===== src/rtl/mem_access_unit_pkg.sv =====
// Shared definitions for the memory access unit and the controller that drives it.
package mem_access_unit_pkg;

    localparam int unsigned DATA_W_DEF  = 16;
    localparam int unsigned ADDR_W_DEF  = 12;
    localparam int unsigned TIMEOUT_DEF = 15;

    // Instruction field positions within the instruction register.
    localparam int unsigned OPCODE_MSB = 15;
    localparam int unsigned OPCODE_LSB = 12;
    localparam int unsigned FUNC_MSB   = 8;
    localparam int unsigned FUNC_LSB   = 0;

    typedef enum logic [1:0] {
        IDLE,
        REQ,
        DONE,
        ERR
    } mau_state_e;

endpackage


===== src/rtl/mem_access_unit_wait_timer.sv =====
// Bus wait counter: counts cycles while enabled and flags the last permitted cycle.
module wait_timer
    import mem_access_unit_pkg::*;
#(
    parameter int unsigned LIMIT = TIMEOUT_DEF
) (
    input  logic clk,
    input  logic rst,
    input  logic clear,
    input  logic enable,
    output logic expired
);

    localparam int unsigned CNT_W = $clog2(LIMIT + 1);

    logic [CNT_W-1:0] cnt_q, cnt_d;

    // expired is high during the LIMIT-th enabled cycle after a clear.
    assign expired = (cnt_q == CNT_W'(LIMIT - 1));

    // Next count: clear wins, otherwise advance while enabled and saturate at the limit.
    always_comb begin
        cnt_d = cnt_q;
        if (clear) begin
            cnt_d = '0;
        end else if (enable && !expired) begin
            cnt_d = cnt_q + CNT_W'(1);
        end
    end

    // Counter register with synchronous reset.
    always_ff @(posedge clk) begin
        if (rst) begin
            cnt_q <= '0;
        end else begin
            cnt_q <= cnt_d;
        end
    end

endmodule


===== src/rtl/mem_access_unit.sv =====
// Memory access unit: turns controller read/write commands into one handshaked
// bus transaction, captures read data into IR/MDR and stalls the controller meanwhile.
module mem_access_unit
    import mem_access_unit_pkg::*;
#(
    parameter int unsigned DATA_W  = DATA_W_DEF,
    parameter int unsigned ADDR_W  = ADDR_W_DEF,
    parameter int unsigned TIMEOUT = TIMEOUT_DEF
) (
    input  logic              clk,
    input  logic              rst,
    input  logic              mem_read,
    input  logic              mem_write,
    input  logic              iord,
    input  logic              ir_write,
    input  logic [ADDR_W-1:0] pc,
    input  logic [ADDR_W-1:0] alu_out,
    input  logic [DATA_W-1:0] wdata,
    output logic              bus_req,
    output logic              bus_we,
    output logic [ADDR_W-1:0] bus_addr,
    output logic [DATA_W-1:0] bus_wdata,
    input  logic [DATA_W-1:0] bus_rdata,
    input  logic              bus_ack,
    output logic [DATA_W-1:0] ir,
    output logic [3:0]        opcode,
    output logic [8:0]        func,
    output logic [DATA_W-1:0] mdr,
    output logic              stall,
    output logic              bus_err
);

    mau_state_e state_q, state_d;

    logic [ADDR_W-1:0] addr_q, addr_d;
    logic [DATA_W-1:0] wdata_q, wdata_d;
    logic              we_q, we_d;
    logic              cap_ir_q, cap_ir_d;
    logic [DATA_W-1:0] ir_q, ir_d;
    logic [DATA_W-1:0] mdr_q, mdr_d;

    logic cmd_valid;
    logic cmd_illegal;
    logic timer_clear;
    logic timer_en;
    logic timer_expired;

    assign cmd_valid   = mem_read ^ mem_write;
    assign cmd_illegal = mem_read & mem_write;

    wait_timer #(
        .LIMIT (TIMEOUT)
    ) u_wait_timer (
        .clk     (clk),
        .rst     (rst),
        .clear   (timer_clear),
        .enable  (timer_en),
        .expired (timer_expired)
    );

    // State register.
    always_ff @(posedge clk) begin
        if (rst) begin
            state_q <= IDLE;
        end else begin
            state_q <= state_d;
        end
    end

    // Next-state logic; an acknowledge in the last permitted cycle still completes.
    always_comb begin
        state_d = state_q;
        unique case (state_q)
            IDLE: begin
                if (cmd_illegal) begin
                    state_d = ERR;
                end else if (cmd_valid) begin
                    state_d = REQ;
                end
            end
            REQ: begin
                if (bus_ack) begin
                    state_d = DONE;
                end else if (timer_expired) begin
                    state_d = ERR;
                end
            end
            DONE:    state_d = IDLE;
            ERR:     state_d = ERR;
            default: state_d = IDLE;
        endcase
    end

    // Moore/Mealy outputs decoded from the current state.
    always_comb begin
        bus_req     = 1'b0;
        bus_we      = 1'b0;
        stall       = 1'b0;
        bus_err     = 1'b0;
        timer_clear = 1'b1;
        timer_en    = 1'b0;
        unique case (state_q)
            IDLE: stall = cmd_valid;
            REQ: begin
                bus_req     = 1'b1;
                bus_we      = we_q;
                stall       = 1'b1;
                timer_clear = 1'b0;
                timer_en    = 1'b1;
            end
            DONE: stall = 1'b0;
            ERR: begin
                stall   = 1'b1;
                bus_err = 1'b1;
            end
            default: stall = 1'b0;
        endcase
    end

    // Request latches load on command acceptance; IR/MDR load only on an acknowledged read.
    always_comb begin
        addr_d   = addr_q;
        wdata_d  = wdata_q;
        we_d     = we_q;
        cap_ir_d = cap_ir_q;
        ir_d     = ir_q;
        mdr_d    = mdr_q;
        if (state_q == IDLE && cmd_valid) begin
            addr_d   = iord ? alu_out : pc;
            wdata_d  = wdata;
            we_d     = mem_write;
            cap_ir_d = ~iord & ir_write;
        end
        if (state_q == REQ && bus_ack && !we_q) begin
            mdr_d = bus_rdata;
            if (cap_ir_q) begin
                ir_d = bus_rdata;
            end
        end
    end

    // Datapath registers; reset overrides any same-cycle capture.
    always_ff @(posedge clk) begin
        if (rst) begin
            addr_q   <= '0;
            wdata_q  <= '0;
            we_q     <= 1'b0;
            cap_ir_q <= 1'b0;
            ir_q     <= '0;
            mdr_q    <= '0;
        end else begin
            addr_q   <= addr_d;
            wdata_q  <= wdata_d;
            we_q     <= we_d;
            cap_ir_q <= cap_ir_d;
            ir_q     <= ir_d;
            mdr_q    <= mdr_d;
        end
    end

    assign bus_addr  = addr_q;
    assign bus_wdata = wdata_q;
    assign ir        = ir_q;
    assign mdr       = mdr_q;
    assign opcode    = ir_q[OPCODE_MSB:OPCODE_LSB];
    assign func      = ir_q[FUNC_MSB:FUNC_LSB];

endmodule


===== config.mk =====
export PLATFORM = sky130hd
export DESIGN_NAME = mem_access_unit
export DESIGN_NICKNAME = d
export VERILOG_FILES = /design/src/rtl/mem_access_unit_pkg.sv /design/src/rtl/mem_access_unit_wait_timer.sv /design/src/rtl/mem_access_unit.sv
export SDC_FILE = /design/constraint.sdc
export NUM_CORES = 1
export LEC_CHECK = 0
export CORE_ASPECT_RATIO = 0.7
export CORE_UTILIZATION = 40
export DETAILED_ROUTE_END_ITERATION = 10
export PLACE_DENSITY = 0.8
export REMOVE_ABC_BUFFERS = 1
export SLEW_MARGIN = 15
export SYNTH_ARGS = -nofsm -noshare
export SYNTH_HDL_FRONTEND = slang
export SYNTH_SLANG_ARGS = --single-unit

===== constraint.sdc =====
create_clock -name clk -period 1.9 [get_ports clk]
set_clock_uncertainty 0.2 [all_clocks]
set_input_delay 0.38 -clock clk [delete_from_list [all_inputs] [get_ports clk]]
set_output_delay 0.38 -clock clk [all_outputs]
set_load 0.005 [all_outputs]

== After elaboration in Yosys (flattened, before gate mapping) ==
Index checks and enable logic that the tools add are counted.
Storage, ports and cells
  register bits after elaboration: 68
  input port bits: 63
  logic and storage cells: 41
Operators by class
  add/sub/neg operators: 1
  eq/ne operators: 6
  muxes and demuxes: 10
  bitwise gates (word level): 5
  reduce and logical (&&, ||, !) cells: 11
Operators with widths (number)
  $mux W12: 1
  $mux W2: 4
  $pmux W2 S4: 1
  $add A4 B1 Y4 const B: 1
  $eq A2 B2 Y1 const B: 2
  $eq A4 B4 Y1 const B: 1
  $logic_and A1 B1 Y1: 4
  $reduce_and A2 Y1: 2
  $reduce_or A2 Y1: 2
  $mux W1: 3
  $ne A3 B2 Y1 const B: 1
  $ne A3 B3 Y1 const B: 1
  $pmux W1 S3: 1
  $and A1 B1 Y1: 2
  $eq A2 B1 Y1 const B: 1
  $logic_not A1 Y1: 2
  $logic_not A2 Y1: 1
  $not A1 Y1: 2
  $xor A1 B1 Y1: 1

== Depth between registers and ports, before layout ==
Gate-level depths: netlist of run 1.
  word-level depth: 4
  mapped depth: 7

== Modules after synthesis ==
Synthesis of run 1 repeated with hierarchy kept, for this count alone.
Unflattened totals
  cell total of the unflattened synthesis: 333
  area total of the unflattened synthesis: 2820.2 µm²
By module, submodules not included
  mem_access_unit: instances 1, cells each 309, area each 2603.7 µm²
  wait_timer: instances 1, cells each 24, area each 216.5 µm²

== Worst setup path after synthesis of run 1 ==
No wires, ideal clock.
  path kind: in2out
  start: in mem_read
  end: out stall
  data arrival time: 1.245 ns
  required time: 1.320 ns
  path slack: 0.075 ns
  cell stages on the path: 5
  path buffers: 1
  path through: inv_1 -> ha_1 -> or3b_1 -> buf_4 -> nand2b_1
On the way
  longest elaborated chain between the ends: 2
Ends and longest elaborated chain
  start, declared: RTL line mem_access_unit.sv:12  | input logic mem_read,
  $xor A1 B1 Y1: RTL line mem_access_unit.sv:48  | assign cmd_valid = mem_read ^ mem_write;
  $pmux W1 S3: RTL line mem_access_unit.sv:102  | unique case (state_q)
  end, declared: RTL line mem_access_unit.sv:29  | output logic stall,
Every way passes these cells.

== Worst setup path after layout of run 1 ==
  start: in mem_write
  end: out stall
On the way
  longest elaborated chain between the ends: 2
Ends and longest elaborated chain
  start, declared: RTL line mem_access_unit.sv:13  | input logic mem_write,
  $xor A1 B1 Y1: RTL line mem_access_unit.sv:48
  $pmux W1 S3: RTL line mem_access_unit.sv:102
Every way passes these cells.

==> metrics.txt, run 1 <==
# TYPE chip_impl_metric gauge
chip_impl_metric{name="dieArea",unit="um2"} 7350
chip_impl_metric{name="insertion_delay",unit="ns"} 0.33
chip_impl_info{name="critical_path.reg2reg.startpoint",value="state_q[1]$_SDFFE_PP0P_"} 1
chip_impl_metric{name="buffer_ports.inserted",unit=""} 139
chip_impl_metric{name="num_vias",unit=""} 2707
chip_impl_info{name="worst_setup_path_startpoint",value="mem_write"} 1
chip_impl_metric{name="initialDrtViolationCount",unit=""} 83
chip_impl_metric{name="cts_inserted_buffers",unit=""} 9
chip_impl_metric{name="critical_path_peak_fanout",unit=""} 3
chip_impl_metric{name="antenna_left",unit=""} 0
chip_impl_info{name="worstHoldStart",value="mem_write"} 1
chip_impl_info{name="most-common-layout-cells",value="sky130_fd_sc_hd__clkdlybuf4s50_1 (132), sky130_fd_sc_hd__nand2_1 (68), sky130_fd_sc_hd__dfxtp_1 (67)"} 1
chip_impl_metric{name="synth.top_cell.area_share",unit=""} 0.486
chip_impl_metric{name="synth_edf_count",unit=""} 0
chip_impl_info{name="synth_top_flop_cell",value="sky130_fd_sc_hd__dfxtp_1"} 1
chip_impl_metric{name="drive_gt1_frac",unit=""} 0.0933
chip_impl_metric{name="power.clock.fraction",unit=""} 0.345
chip_impl_metric{name="finalSetupViolCount",unit=""} 0
chip_impl_metric{name="power.switching",unit="uW"} 867
chip_impl_metric{name="max-clock-path-buffers",unit=""} 2
chip_impl_info{name="cts_tree",value="built"} 1
chip_impl_metric{name="start_util",unit=""} 0.415
chip_impl_metric{name="synthDistinctLibCells",unit=""} 29
chip_impl_metric{name="avgRoutedWirePerCell",unit="um"} 13.1
chip_impl_metric{name="yosysWarnings",unit=""} 0
chip_impl_info{name="path_cells",value="buf_8, inv_4, ha_4, or3b_4, nand2b_1, buf_2"} 1
chip_impl_info{name="status",value="finished clean"} 1
chip_impl_info{name="grt_setup_unrepaired",value="yes"} 1
chip_impl_info{name="timing.setup.critical_path_class",value="in -> out"} 1
chip_impl_metric{name="syn_area_per_cell",unit="um2"} 8.44
chip_impl_metric{name="placement_rows",unit=""} 25
chip_impl_metric{name="syn_inst",unit=""} 332
chip_impl_metric{name="pwr_density_cell",unit="nW/um2"} 771
chip_impl_metric{name="worst_setup_hold_path_clk_slew",unit="ns"} 0.07
chip_impl_metric{name="finalWirelength",unit="um"} 7250
chip_impl_metric{name="share_comb_of_total_power",unit=""} 0.197
chip_impl_metric{name="slew_headroom",unit=""} 0.672
chip_impl_metric{name="synth_sequential_area_ratio",unit=""} 0.486
chip_impl_metric{name="finalNonFillerCells",unit=""} 555
chip_impl_info{name="layout.cells.most_common",value="sky130_fd_sc_hd__clkdlybuf4s50_1"} 1
chip_impl_metric{name="peakVddDrop",unit="mV"} 0.422
chip_impl_metric{name="routed_via_density",unit=""} 4.88
chip_impl_metric{name="number_of_hold_slack_violations_in_the_final_timing_report",unit=""} 0
chip_impl_info{name="largest_cells_by_area_after_synthesis",value="sky130_fd_sc_hd__dfxtp_1 (49%), sky130_fd_sc_hd__a21oi_1 (9.3%), sky130_fd_sc_hd__nand2_1 (9.1%)"} 1
chip_impl_metric{name="first_pass_iters",unit=""} 4
chip_impl_metric{name="grt.total_usage",unit=""} 0.201
chip_impl_metric{name="layout.nets",unit=""} 523
chip_impl_metric{name="place_hpwl",unit="um"} 5250
chip_impl_metric{name="inserted_diodes",unit=""} 0
chip_impl_info{name="worst_setup_path_start_kind",value="input port"} 1
chip_impl_info{name="clockRootBuffer",value="sky130_fd_sc_hd__clkbuf_8"} 1
chip_impl_metric{name="die_h",unit="um"} 72.0
chip_impl_metric{name="top_level_ports",unit=""} 140
chip_impl_info{name="worst_path_max_delay_cell",value="sky130_fd_sc_hd__or3b_4"} 1
chip_impl_metric{name="areaGrowthSynthToFinish",unit="%"} 57.9
chip_impl_metric{name="cpPeakStageDelay",unit="ns"} 0.37
chip_impl_metric{name="drc",unit=""} 0
chip_impl_metric{name="post_synth_instance_area",unit="um2"} 2800
chip_impl_metric{name="dp_cells",unit=""} 539
chip_impl_metric{name="timing_max_transition_violations_final",unit=""} 0
chip_impl_metric{name="maximum_number_of_pins_on_one_net_before_global_route_repair",unit=""} 43
chip_impl_metric{name="core_area",unit="um2"} 6760
chip_impl_metric{name="timing.critical_path.arrival",unit="ns"} 1.31
chip_impl_metric{name="max_slew.worst_pin.slew",unit="ns"} 0.491
chip_impl_metric{name="min_period",unit="ns"} 1.89
chip_impl_metric{name="die_x",unit="um"} 102
chip_impl_metric{name="number_of_global_route_vias_before_repair",unit=""} 2611
chip_impl_info{name="crit_path_end_kind",value="primary output"} 1
chip_impl_info{name="synthDominantAreaCellType",value="sky130_fd_sc_hd__dfxtp_1"} 1
chip_impl_metric{name="achievable-frequency",unit="GHz"} 0.530
chip_impl_info{name="holdCritPathClass",value="in -> reg"} 1
chip_impl_metric{name="post-route-period-util",unit=""} 0.994
chip_impl_metric{name="gp_congestion",unit=""} 0.754
chip_impl_metric{name="numClockSinks",unit=""} 68
chip_impl_metric{name="finalSetupTns",unit="ns"} 0
chip_impl_metric{name="synth_async_sr_flop_share",unit=""} 0
chip_impl_metric{name="max_cap_viol_count",unit=""} 0
chip_impl_metric{name="globalRouteOverflowTotal",unit=""} 0
chip_impl_metric{name="cts-htree-levels",unit=""} 3
chip_impl_metric{name="power.share.switching",unit=""} 0.254
chip_impl_metric{name="p_seq_frac",unit=""} 0.458
chip_impl_metric{name="internal-power",unit="uW"} 2540
chip_impl_metric{name="postSynthRegisterBits",unit=""} 68
chip_impl_metric{name="cellLeakagePower",unit="uW"} 0.00161
chip_impl_metric{name="antenna_found_initial",unit=""} 0
chip_impl_metric{name="grt_pass1_wl",unit="um"} 11600
chip_impl_metric{name="worst-endpoint-required",unit="ns"} 1.32
[final cells by class]
type | instances | area [um2]
clock buffer | 10 | 138
clock inverter | 6 | 63.8
fill | 592 | 2330
inverter | 4 | 20.0
multi-input combinational | 220 | 1200
sequential | 68 | 1360
tap | 94 | 118
timing repair buffer | 153 | 1520
[worst max-delay path, delay by kind of cell]
kind	cells	cell delay, ns
adder cells (fa/ha/maj)	1	0.25
buffers and inverters	3	0.22
AND/OR/NAND/NOR	2	0.45
[metal layers]
layer / up-vias / global-route usage / wire length [um]
li1: 1362 / - / -
met2: 96 / 0.350 / 3540
met4: 0 / 0.0556 / 74
met5: - / 0 / 0
met1: 1238 / 0.227 / 3040
met3: 11 / 0.0829 / 598
[path summary, 6_finish.rpt]
path                                                  end  cells after the start  slack [ns]
worst min-delay path                    we_q$_SDFFE_PP0P_                      3         0.1
worst max-delay path                                stall                      6        0.01
worst max register to register         ir[6]$_SDFFE_PP0P_                      5        0.37
worst min register to register  bus_wdata[8]$_SDFFE_PP0P_                      2        0.25
[state kept, by name (all words and copies together), names as in the netlist]
| name | count |
|---|---|
| bus_wdata | 16 |
| ir | 16 |
| mdr | 16 |
| bus_addr | 12 |
| u_wait_timer.cnt_q | 4 |
| state_q | 2 |
| cap_ir_q | 1 |
| we_q | 1 |
[synthesized netlist by cell type (2+ instances only)]
cell and n:
sky130_fd_sc_hd__dfxtp_1 68, sky130_fd_sc_hd__nand2_1 68, sky130_fd_sc_hd__nor2_1 17, sky130_fd_sc_hd__o21ai_1 6
sky130_fd_sc_hd__nor3_1 2, sky130_fd_sc_hd__a211oi_1 14, sky130_fd_sc_hd__clkbuf_1 11, sky130_fd_sc_hd__nand2b_1 3
sky130_fd_sc_hd__buf_4 20, sky130_fd_sc_hd__mux2i_1 12, sky130_fd_sc_hd__nand3_1 18, sky130_fd_sc_hd__buf_2 6
sky130_fd_sc_hd__buf_6 2, sky130_fd_sc_hd__o21ai_0 11, sky130_fd_sc_hd__a21oi_1 52, sky130_fd_sc_hd__inv_1 4
sky130_fd_sc_hd__and2_1 2, sky130_fd_sc_hd__ha_1 4, sky130_fd_sc_hd__a31oi_1 2
[what timing repair did]
| item | in CTS | in global routing |
|---|---|---|
| pin swaps | 1 | 1 |
| buffers inserted | 0 | 0 |
| gates resized for setup | 19 | 11 |
| hold buffers | 0 | 0 |
| setup endpoints to repair | 26 | 2 |
[power by group through the flow]
stage	clock network [uW]	logic (uW)	registers, uW
2_1_floorplan	0	205	1610
3_3_place_gp	0	656	1590
3_5_place_dp	0	672	1590
4_1_cts	1220	673	1560
5_1_grt	1290	735	1570
6_report	1180	671	1560
[through the flow]
stage	hold WS [ns]	cell area (um2)	setup slack (ns)	total power (uW)	util
global route	0.0814	4430	-0.0243	3600	0.655
global placement	0.240	4200	-0.859	2250	0.622
CTS	0.191	4420	-0.127	3460	0.654
detailed placement	0.247	4200	-0.875	2270	0.622
finish	0.0963	4430	0.0123	3410	0.655
floorplan	0.243	2550	-0.205	1810	-
[logic make-up after synthesis]
| group | synth area share |
|---|---|
| compound gates | 0.165 |
| xor+xnor | 0.00313 |
| fa+ha+maj | 0.0179 |
| buf+inv | 0.0937 |
| flops | 0.486 |
| mux | 0.0429 |
| simple gates | 0.192 |
(Power assumes the default switching activity.)
==> run 2, diff against run 1 <==
--- a/config.mk
+++ b/config.mk
@@ -6,6 +6,7 @@
 export NUM_CORES = 1
 export LEC_CHECK = 0
+export ABC_AREA = 1
 export CORE_ASPECT_RATIO = 0.7
-export CORE_UTILIZATION = 40
+export CORE_UTILIZATION = 41
 export DETAILED_ROUTE_END_ITERATION = 10
 export PLACE_DENSITY = 0.8
==> constraint.sdc (replaced) <==
create_clock -name clk -period 1.9 [get_ports clk]
set_clock_uncertainty 0.2 [all_clocks]
set_input_delay 0.38 -clock clk [delete_from_list [all_inputs] [get_ports clk]]
set_output_delay 0.38 -clock clk [all_outputs]
set_load 0.05 [all_outputs]
==> run 2 against run 1 <==
Net effect: highest routed layer unchanged; largest cell class unchanged; clock-buffer cell count is the same; clock power increased by 8%; sequential cell count is the same; final area is 3.1% higher; synthesized cell count rose by 34%.
==> metrics.txt, run 2 <==
# TYPE chip_impl_metric gauge
chip_impl_metric{name="synth_async_sr_flop_share",unit=""} 0
chip_impl_metric{name="initialDrtViolationCount",unit=""} 104
chip_impl_metric{name="top_level_ports",unit=""} 140
chip_impl_metric{name="slew_headroom",unit=""} 0.742
chip_impl_info{name="layout.cells.most_common",value="sky130_fd_sc_hd__nor2_1"} 1
chip_impl_info{name="status",value="finished clean"} 1
chip_impl_metric{name="routed_via_density",unit=""} 4.59
chip_impl_metric{name="syn_area_per_cell",unit="um2"} 6.84
chip_impl_metric{name="synth_edf_count",unit=""} 0
chip_impl_metric{name="number_of_hold_slack_violations_in_the_final_timing_report",unit=""} 0
chip_impl_info{name="cts_tree",value="built"} 1
chip_impl_metric{name="worst-endpoint-required",unit="ns"} 1.32
chip_impl_metric{name="avgRoutedWirePerCell",unit="um"} 12.1
chip_impl_metric{name="layout.nets",unit=""} 640
chip_impl_metric{name="number_of_global_route_vias_before_repair",unit=""} 2818
chip_impl_metric{name="grt_pass1_wl",unit="um"} 13100
chip_impl_metric{name="max_slew.worst_pin.slew",unit="ns"} 0.386
chip_impl_info{name="grt_setup_unrepaired",value="no"} 1
chip_impl_metric{name="p_seq_frac",unit=""} 0.384
chip_impl_metric{name="postSynthRegisterBits",unit=""} 68
chip_impl_info{name="library_cell_with_the_highest_instance_count_after_synthesis",value="sky130_fd_sc_hd__nor2_1"} 1
chip_impl_metric{name="finalSetupViolCount",unit=""} 0
chip_impl_metric{name="cts-htree-levels",unit=""} 3
chip_impl_metric{name="insertion_delay",unit="ns"} 0.33
chip_impl_metric{name="post_placement_cell_area",unit="um2"} 4320
chip_impl_metric{name="multi_input_area",unit="um2"} 1250
chip_impl_info{name="clockRootBuffer",value="sky130_fd_sc_hd__clkbuf_8"} 1
chip_impl_metric{name="fin_area",unit="um2"} 4560
chip_impl_info{name="synthDominantAreaCellType",value="sky130_fd_sc_hd__dfxtp_1"} 1
chip_impl_metric{name="achievable-frequency",unit="GHz"} 0.546
chip_impl_metric{name="die_h",unit="um"} 74.0
chip_impl_metric{name="cellLeakagePower",unit="uW"} 0.00218
chip_impl_metric{name="syn_inst",unit=""} 444
chip_impl_metric{name="num_vias",unit=""} 3085
chip_impl_metric{name="internal-power",unit="uW"} 2790
chip_impl_info{name="largest_cells_by_area_after_synthesis",value="sky130_fd_sc_hd__dfxtp_1 (45%), sky130_fd_sc_hd__nor2_1 (14%), sky130_fd_sc_hd__nand2_1 (10%)"} 1
chip_impl_metric{name="grt.total_usage",unit=""} 0.214
chip_impl_metric{name="dieArea",unit="um2"} 7760
chip_impl_metric{name="core_area",unit="um2"} 6940
chip_impl_metric{name="yosysWarnings",unit=""} 0
chip_impl_metric{name="power.share.switching",unit=""} 0.349
chip_impl_metric{name="cts_inserted_buffers",unit=""} 9
chip_impl_metric{name="synth.top_cell.area_share",unit=""} 0.448
chip_impl_metric{name="start_util",unit=""} 0.437
chip_impl_metric{name="numClockSinks",unit=""} 68
chip_impl_metric{name="maximum_number_of_pins_on_one_net_before_global_route_repair",unit=""} 33
chip_impl_metric{name="detailedPlace.worstSlack",unit="ns"} -0.276
chip_impl_metric{name="areaGrowthSynthToFinish",unit="%"} 50.3
chip_impl_metric{name="power.clock.fraction",unit=""} 0.299
chip_impl_metric{name="first_pass_iters",unit=""} 4
chip_impl_metric{name="worst_setup_hold_path_clk_slew",unit="ns"} 0.07
chip_impl_metric{name="antenna_found_initial",unit=""} 0
chip_impl_metric{name="synth_sequential_area_ratio",unit=""} 0.448
chip_impl_metric{name="placement_rows",unit=""} 25
chip_impl_metric{name="seqCellArea",unit="um2"} 1360
chip_impl_metric{name="globalRouteOverflowTotal",unit=""} 0
chip_impl_metric{name="drc",unit=""} 0
chip_impl_info{name="timing.setup.critical_path_class",value="reg -> out"} 1
chip_impl_info{name="synth_top_flop_cell",value="sky130_fd_sc_hd__dfxtp_1"} 1
chip_impl_metric{name="max_cap_viol_count",unit=""} 0
chip_impl_metric{name="synthDistinctLibCells",unit=""} 25
chip_impl_metric{name="die_x",unit="um"} 105
chip_impl_info{name="cell_types_with_the_highest_counts_after_synthesis",value="sky130_fd_sc_hd__nor2_1 (110), sky130_fd_sc_hd__nand2_1 (82), sky130_fd_sc_hd__dfxtp_1 (68)"} 1
chip_impl_metric{name="power.switching",unit="uW"} 1490
chip_impl_metric{name="pwr_density_cell",unit="nW/um2"} 938
chip_impl_info{name="holdCritPathClass",value="reg -> reg"} 1
chip_impl_metric{name="finalWirelength",unit="um"} 8120
chip_impl_metric{name="drive_gt1_frac",unit=""} 0.208
chip_impl_metric{name="antenna_left",unit=""} 0
chip_impl_metric{name="inserted_diodes",unit=""} 0
chip_impl_metric{name="share_comb_of_total_power",unit=""} 0.316
chip_impl_metric{name="timing_max_transition_violations_final",unit=""} 0
chip_impl_metric{name="peakVddDrop",unit="mV"} 0.464
chip_impl_metric{name="final_critical_path_setup_slack",unit="ns"} 0.0677
chip_impl_info{name="crit_path_end_kind",value="primary output"} 1
chip_impl_metric{name="post-route-period-util",unit=""} 0.964
chip_impl_info{name="worst_setup_path_start_kind",value="register"} 1
chip_impl_metric{name="min_period",unit="ns"} 1.83
chip_impl_info{name="most-common-layout-cells",value="sky130_fd_sc_hd__nor2_1 (109), sky130_fd_sc_hd__buf_4 (83), sky130_fd_sc_hd__nand2_1 (81)"} 1
chip_impl_metric{name="post_synth_instance_area",unit="um2"} 3040
chip_impl_metric{name="timing.critical_path.arrival",unit="ns"} 1.25
chip_impl_metric{name="place_hpwl",unit="um"} 6000
chip_impl_metric{name="buffer_ports.inserted",unit=""} 139
chip_impl_metric{name="max-clock-path-buffers",unit=""} 2
chip_impl_metric{name="gp_congestion",unit=""} 0.798
chip_impl_metric{name="critical_path_peak_fanout",unit=""} 4
chip_impl_metric{name="num-fill-cells",unit=""} 637
run 2: routing by layer:
metal | part of all wire | wire [um] | global-route usage
met3 | 0.049 | 398 | 0.0491
met4 | 0.013 | 102 | 0.0861
met2 | 0.47 | 3800 | 0.367
met5 | 0 | 0 | 0
met1 | 0.47 | 3810 | 0.267
run 2: cell families (layout without fill, tap and decap cells):
group | after synthesis | after routing | share of synthesized area
simple gates | 222 | 222 | 0.301
fa+ha+maj | 4 | 4 | 0.0165
compound gates | 53 | 53 | 0.0882
flops | 68 | 68 | 0.448
buf+inv | 97 | 231 | 0.146
run 2: path summary, 6_finish.rpt:
path,to,startpoint,slack (ns),cells past startpoint
min reg2reg,u_wait_timer.cnt_q[2]$_SDFFE_PP0P_,u_wait_timer.cnt_q[2]$_SDFFE_PP0P_,0.28,2
max reg2reg,bus_wdata[13]$_SDFFE_PP0P_,state_q[1]$_SDFFE_PP0P_,0.23,6
max,stall,state_q[1]$_SDFFE_PP0P_,0.07,4
min,u_wait_timer.cnt_q[2]$_SDFFE_PP0P_,u_wait_timer.cnt_q[2]$_SDFFE_PP0P_,0.28,2
run 2: layout make-up:
type | instances | area share
Clock buffer | 10 | 0.0280
Clock inverter | 6 | 0.0195
Inverter | 63 | 0.0518
Tap cell | 94 | 0.0258
Timing Repair Buffer | 152 | 0.303
Multi-Input combinational cell | 279 | 0.274
Sequential cell | 68 | 0.299
run 2: power groups by stage:
stage	combinational, uW	sequential, uW	clock, uW
global placement	1320	1670	0
detailed placement	1350	1680	0
global route	1450	1660	1380
finish	1350	1650	1280
CTS	1360	1650	1310
floorplan	377	2100	0
run 2: per-stage QoR:
step	power (uW)	hold slack, ns	cells	utilization	TNS, ns
floorplan	2470	0.249	410	-	-0.146
detailed placement	3030	0.274	655	0.623	-5.90
global route	4490	0.308	672	0.657	0
finish	4280	0.284	672	0.657	0
global placement	2990	0.264	655	0.623	-4.16
CTS	4310	0.286	672	0.657	0
run 2: repair_timing:
item	CTS	global route
resized for setup	6	1
setup endpoints to repair	2	2
pin swaps	2	0
gates cloned	0	0
buffers inserted	1	0
hold buffers	0	0
run 2: critical path, cell delays in order, from the launching register on:
cell                      delay (ns)
sky130_fd_sc_hd__dfxtp_1        0.39
sky130_fd_sc_hd__nor2_2         0.21
sky130_fd_sc_hd__nand2_2        0.09
sky130_fd_sc_hd__nand2_2        0.09
sky130_fd_sc_hd__buf_12         0.14
